<file path="src/rtl/dc_ipu_shr_hdecim2.sv">
// Horizontal 2:1 decimator: averages pixel pairs per component, one output per pair.
// A line-sampled bypass flag passes pixels through unchanged.
module dc_ipu_shr_hdecim2 #(
    parameter int WIDTH = 8,
    parameter int COMP  = 3
) (
    input  logic                  clk,
    input  logic                  nreset,
    input  logic                  clr,
    input  logic                  bypass,
    input  logic                  in_valid,
    output logic                  in_ready,
    input  logic [COMP*WIDTH-1:0] in_data,
    input  logic                  in_last,
    input  logic                  en,
    output logic                  valid,
    output logic [COMP*WIDTH-1:0] data,
    output logic                  last
);

    localparam logic [0:0] EMPTY = 1'b0;
    localparam logic [0:0] HALF  = 1'b1;

    logic [0:0]            state;
    logic [COMP*WIDTH-1:0] hold;
    logic                  sol;
    logic                  line_byp;
    logic                  cur_byp;
    logic                  accept;
    logic                  produce;
    logic [COMP*WIDTH-1:0] avg;
    logic [COMP*WIDTH-1:0] out_next;
    logic [WIDTH:0]        sum;

    assign in_ready = ~valid | en;
    assign accept   = in_valid & in_ready & ~clr;
    // First pixel of a line uses the live bypass input; the flag takes effect from then on.
    assign cur_byp  = sol ? bypass : line_byp;
    assign produce  = accept & (cur_byp | (state == HALF) | in_last);

    always_comb begin
        avg = '0;
        sum = '0;
        for (int k = 0; k < COMP; k++) begin
            sum = {1'b0, hold[k*WIDTH +: WIDTH]}
                + {1'b0, in_data[k*WIDTH +: WIDTH]}
                + {{WIDTH{1'b0}}, 1'b1};
            avg[k*WIDTH +: WIDTH] = sum[WIDTH:1];
        end
    end

    always_comb begin
        out_next = in_data;
        if (!cur_byp && state == HALF) begin
            out_next = avg;
        end
    end

    always_ff @(posedge clk or negedge nreset) begin
        if (!nreset) begin
            valid    <= 1'b0;
            data     <= '0;
            last     <= 1'b0;
            state    <= EMPTY;
            hold     <= '0;
            sol      <= 1'b1;
            line_byp <= 1'b0;
        end else if (clr) begin
            valid <= 1'b0;
            state <= EMPTY;
            sol   <= 1'b1;
        end else begin
            if (produce) begin
                valid <= 1'b1;
                data  <= out_next;
                last  <= in_last;
            end else if (valid && en) begin
                valid <= 1'b0;
            end
            if (accept) begin
                sol <= in_last;
                if (sol) begin
                    line_byp <= bypass;
                end
                if (!cur_byp && state == EMPTY && !in_last) begin
                    hold  <= in_data;
                    state <= HALF;
                end else begin
                    state <= EMPTY;
                end
            end
        end
    end

    a_stall_stable: assert property (
        @(posedge clk) disable iff (!nreset)
        (valid && !en && !clr) |=> ($stable(data) && $stable(last))
    );

    a_valid_known: assert property (
        @(posedge clk) disable iff (!nreset)
        !$isunknown(valid)
    );

endmodule

</file>
<file path="config.mk">
export PLATFORM = sky130hd
export DESIGN_NAME = dc_ipu_shr_hdecim2
export DESIGN_NICKNAME = d
export VERILOG_FILES = /design/src/rtl/dc_ipu_shr_hdecim2.sv
export SDC_FILE = /design/constraint.sdc
export NUM_CORES = 1
export LEC_CHECK = 0
export ABC_AREA = 1
export BUFFER_PORTS_ARGS = -buffer_cell sky130_fd_sc_hd__buf_2
export CAP_MARGIN = 5
export CORE_ASPECT_RATIO = 1.75
export CORE_MARGIN = 2
export CORE_UTILIZATION = 30
export DETAILED_ROUTE_END_ITERATION = 6
export PLACE_DENSITY = 0.48
export SLEW_MARGIN = 20
export SYNTH_ARGS = -nofsm -noshare
export SYNTH_HDL_FRONTEND = slang
export SYNTH_SLANG_ARGS = --single-unit
</file>
<file path="constraint.sdc">
create_clock -name clk -period 1.9 [get_ports clk]
set_input_delay 0.57 -clock clk [delete_from_list [all_inputs] [get_ports clk]]
set_output_delay 0.57 -clock clk [all_outputs]
set_load 0.02 [all_outputs]
</file>
==> results.ini <==
[status]
status=finished, final reports clean

[global_routing]
grt_pass1_wl_um=14300
grt_max_degree=31
grt_pass1_vias=3023
grt_use_total_pct=14.6
grt_antenna_before_repair=0
gr-total-overflow=0

[logic_synthesis]
synth_fp_nets=501
synthTopCellsByArea=dfrtp_1 38%, nand2_1 20%, ha_1 7.8%
yosysWarnings=0
synth_cell_type_count=30
ys_seq_area_share_pct=39.2
yosysTopAreaCellShare_pct=38.4
avgSynthCellArea_um2=7.59
syn_area_um2=3390
syn_inst=446
synth_top_area_cell=dfrtp_1
ys_ff_latch=53

[routing]
routed_wl_um=8330
vias=2997
wl_met2_um=4410
routed_via_density=4.63
drtIter0Drc=119
wl_met1_um=3530
drc=0
wl_met3_um=222
wl_per_cell_um=12.9
firstDrtPassIters=4
topRoutingLayerUsed=met4
drt.antenna.violating_nets=0

[sta]
worst_slack_ns=0.255
max_freq_ghz=0.608
min_period_ns=1.65
tightest_slew_ns=0.443
max_slew_margin_pct=70.5
finalMaxSlewViolations=0
worst_hold_slack_ns=0.211
finClkSkew_ns=0.00466
hold_violations=0
setup_viol_count_final=0
period_share_pct=86.6
rsz0062_at_grt=false

[cells_and_area]
synthToLayoutAreaGrowth_pct=20.1
fillers=1206
num_antenna_cells=0
stdcell_count=647
fin_nets=569
utilization_pct=36.8
layout-drive-gt1-share_pct=20.8
postLayoutCellArea_um2=4070

[run]
drv_cap=0

[place]
dpl_cell_area_um2=3930
dp_cells=639
dp_hpwl_um=6390
dp_slack_ns=-0.0410
port_buffers=57
gp_congestion=0.803

[cts]
ctsHoldBuffers=0
insertion_delay_ns=0.29
cts_tree=yes
cts-buffers-inserted=5
cts_root_buf=clkbuf_16
clk_path_buf_depth=2
htree_levels=2
cts_resized=0
clkSinkCount=53
postCtsSetupBuffers=0
path_clk_slew_ns=0.07

[setup_path]
critPathKind=in2reg
crit_path_end_kind=register
crit_chain=buf_2 -> inv_1 -> nand2_1 -> inv_1 -> fa_1 -> nand3b_1 -> nand2_1 -> nand2_1 -> nand2_1 -> nand3_1 -> nand2_1 -> nand2_1 -> nand2_1
crit_path_start_kind=primary input
crit_required_ns=2.14
crit_arrival_ns=1.88
cpMostUsedCell=nand2_1
slowest_stage=fa_1
critPathMaxStageDelay_ns=0.40
critPathMaxFanout=2

[pwr]
max-vdd-ir-drop_mv=0.341
power.leakage_nw=2.26
p_int_mw=2.51
p_sw_share_pct=37.9
p_clk_share_pct=22.4
p_comb_share_pct=39.9
power.switching_mw=1.54
pwr-share-seq_pct=37.7
pwr_density_cell_nw_per_um2=995

[floorplan]
io_pins=58
start_util_pct=30.7
dieHeight_um=145
dieArea_um2=12200
core-area_um2=11000
row_count=51
die_w_um=84.3

[worst_hold_path]
hold_class=in2async

==> path summary, 6_finish.rpt <==
kind	start	endpoint	slack, ns	depth (start not counted)
min reg2reg	data[11]$_DFFE_PN0P_	data[11]$_DFFE_PN0P_	0.47	2
min	nreset	data[1]$_DFFE_PN0P_	0.21	1
max reg2reg	hold[8]$_DFFE_PN0P_	data[13]$_DFFE_PN0P_	0.26	11
min in group clk	data[11]$_DFFE_PN0P_	data[11]$_DFFE_PN0P_	0.47	2
max in group asynchronous	nreset	sol$_DFFE_PN1P_	1.15	2
max	in_data[16]	data[23]$_DFFE_PN0P_	0.25	13
==> cells in the mapped netlist (all sizes together) <==
cell,number
a211oi,1
a21oi,31
a31oi,2
buf,12
dfrtp,52
dfstp,1
fa,3
ha,21
inv,59
nand2,183
nand3,24
nand3b,5
nand4,1
nor2,13
o211ai,9
o21a,2
o21ai,19
or2,2
xnor2,2
xor2,4
==> final cells by class <==
cell class / count / area, um2 / area share (%)
Timing Repair Buffer: 73 / 468 / 11.5
Inverter: 59 / 224 / 5.51
Clock inverter: 2 / 10.0 / 0.246
Sequential cell: 53 / 1330 / 32.6
Clock buffer: 6 / 129 / 3.17
Tap cell: 132 / 165 / 4.06
Multi-Input combinational cell: 322 / 1740 / 42.9
==> routing by layer <==
metal | up-vias | track usage (%)
met5 | - | 0
met3 | 13 | 1.94
met2 | 49 | 27.4
li1 | 1546 | -
met4 | 0 | 5.09
met1 | 1389 | 16.7
==> stage by stage <==
step	power (mW)	TNS, ns
after CTS	4.11	0
final	4.05	0
after global placement	3.16	-0.0359
after global routing	4.41	0
after detailed placement	3.18	-0.105
after floorplan	2.70	0
==> state kept, by name, summed over array words and instances (netlist names) <==
name      cells
data         24
hold         24
last          1
line_byp      1
sol           1
state         1
valid         1
==> power groups by stage <==
stage	combinational (mW)	clock [mW]	sequential, mW
floorplan	1.04	0	1.67
global placement	1.61	0	1.54
global route	1.87	0.977	1.57
CTS	1.64	0.942	1.53
finish	1.62	0.905	1.53
detailed placement	1.63	0	1.55
==> critical path: cells and delay by family <==
family                   cells  cell delay (ns)
AND/OR/NAND/NOR              9             0.73
buffers and inverters        3             0.18
adder cells (fa/ha/maj)      1             0.40
==> cell usage in the layout (no fill, tap or decap), types with 2 or more instances in the layout <==
| master | count |
|---|---|
| o211ai_1 | 9 |
| o21ai_0 | 7 |
| xnor2_1 | 2 |
| fa_1 | 3 |
| a31oi_1 | 2 |
| nor2_1 | 11 |
| nand2_1 | 179 |
| clkinv_2 | 2 |
| clkbuf_16 | 5 |
| inv_1 | 55 |
| nand2_2 | 3 |
| or2_2 | 2 |
| dfrtp_1 | 52 |
| inv_2 | 3 |
| buf_4 | 11 |
| a21oi_1 | 31 |
| buf_12 | 5 |
| nand3b_1 | 5 |
| xor2_1 | 4 |
| buf_2 | 57 |
| o21ai_2 | 12 |
| nand3_1 | 23 |
| o21a_1 | 2 |
| ha_1 | 21 |
==> logic make-up after synthesis <==
group | synth area share [%]
AOI/OAI and AO/OA | 11.7
and+or+nand+nor | 28.7
buffers and inverters | 9.31
adders and majority gates | 9.53
DFF | 39.2
xor gates and xnor gates | 1.55
Power figures use the tool's default switching activity.
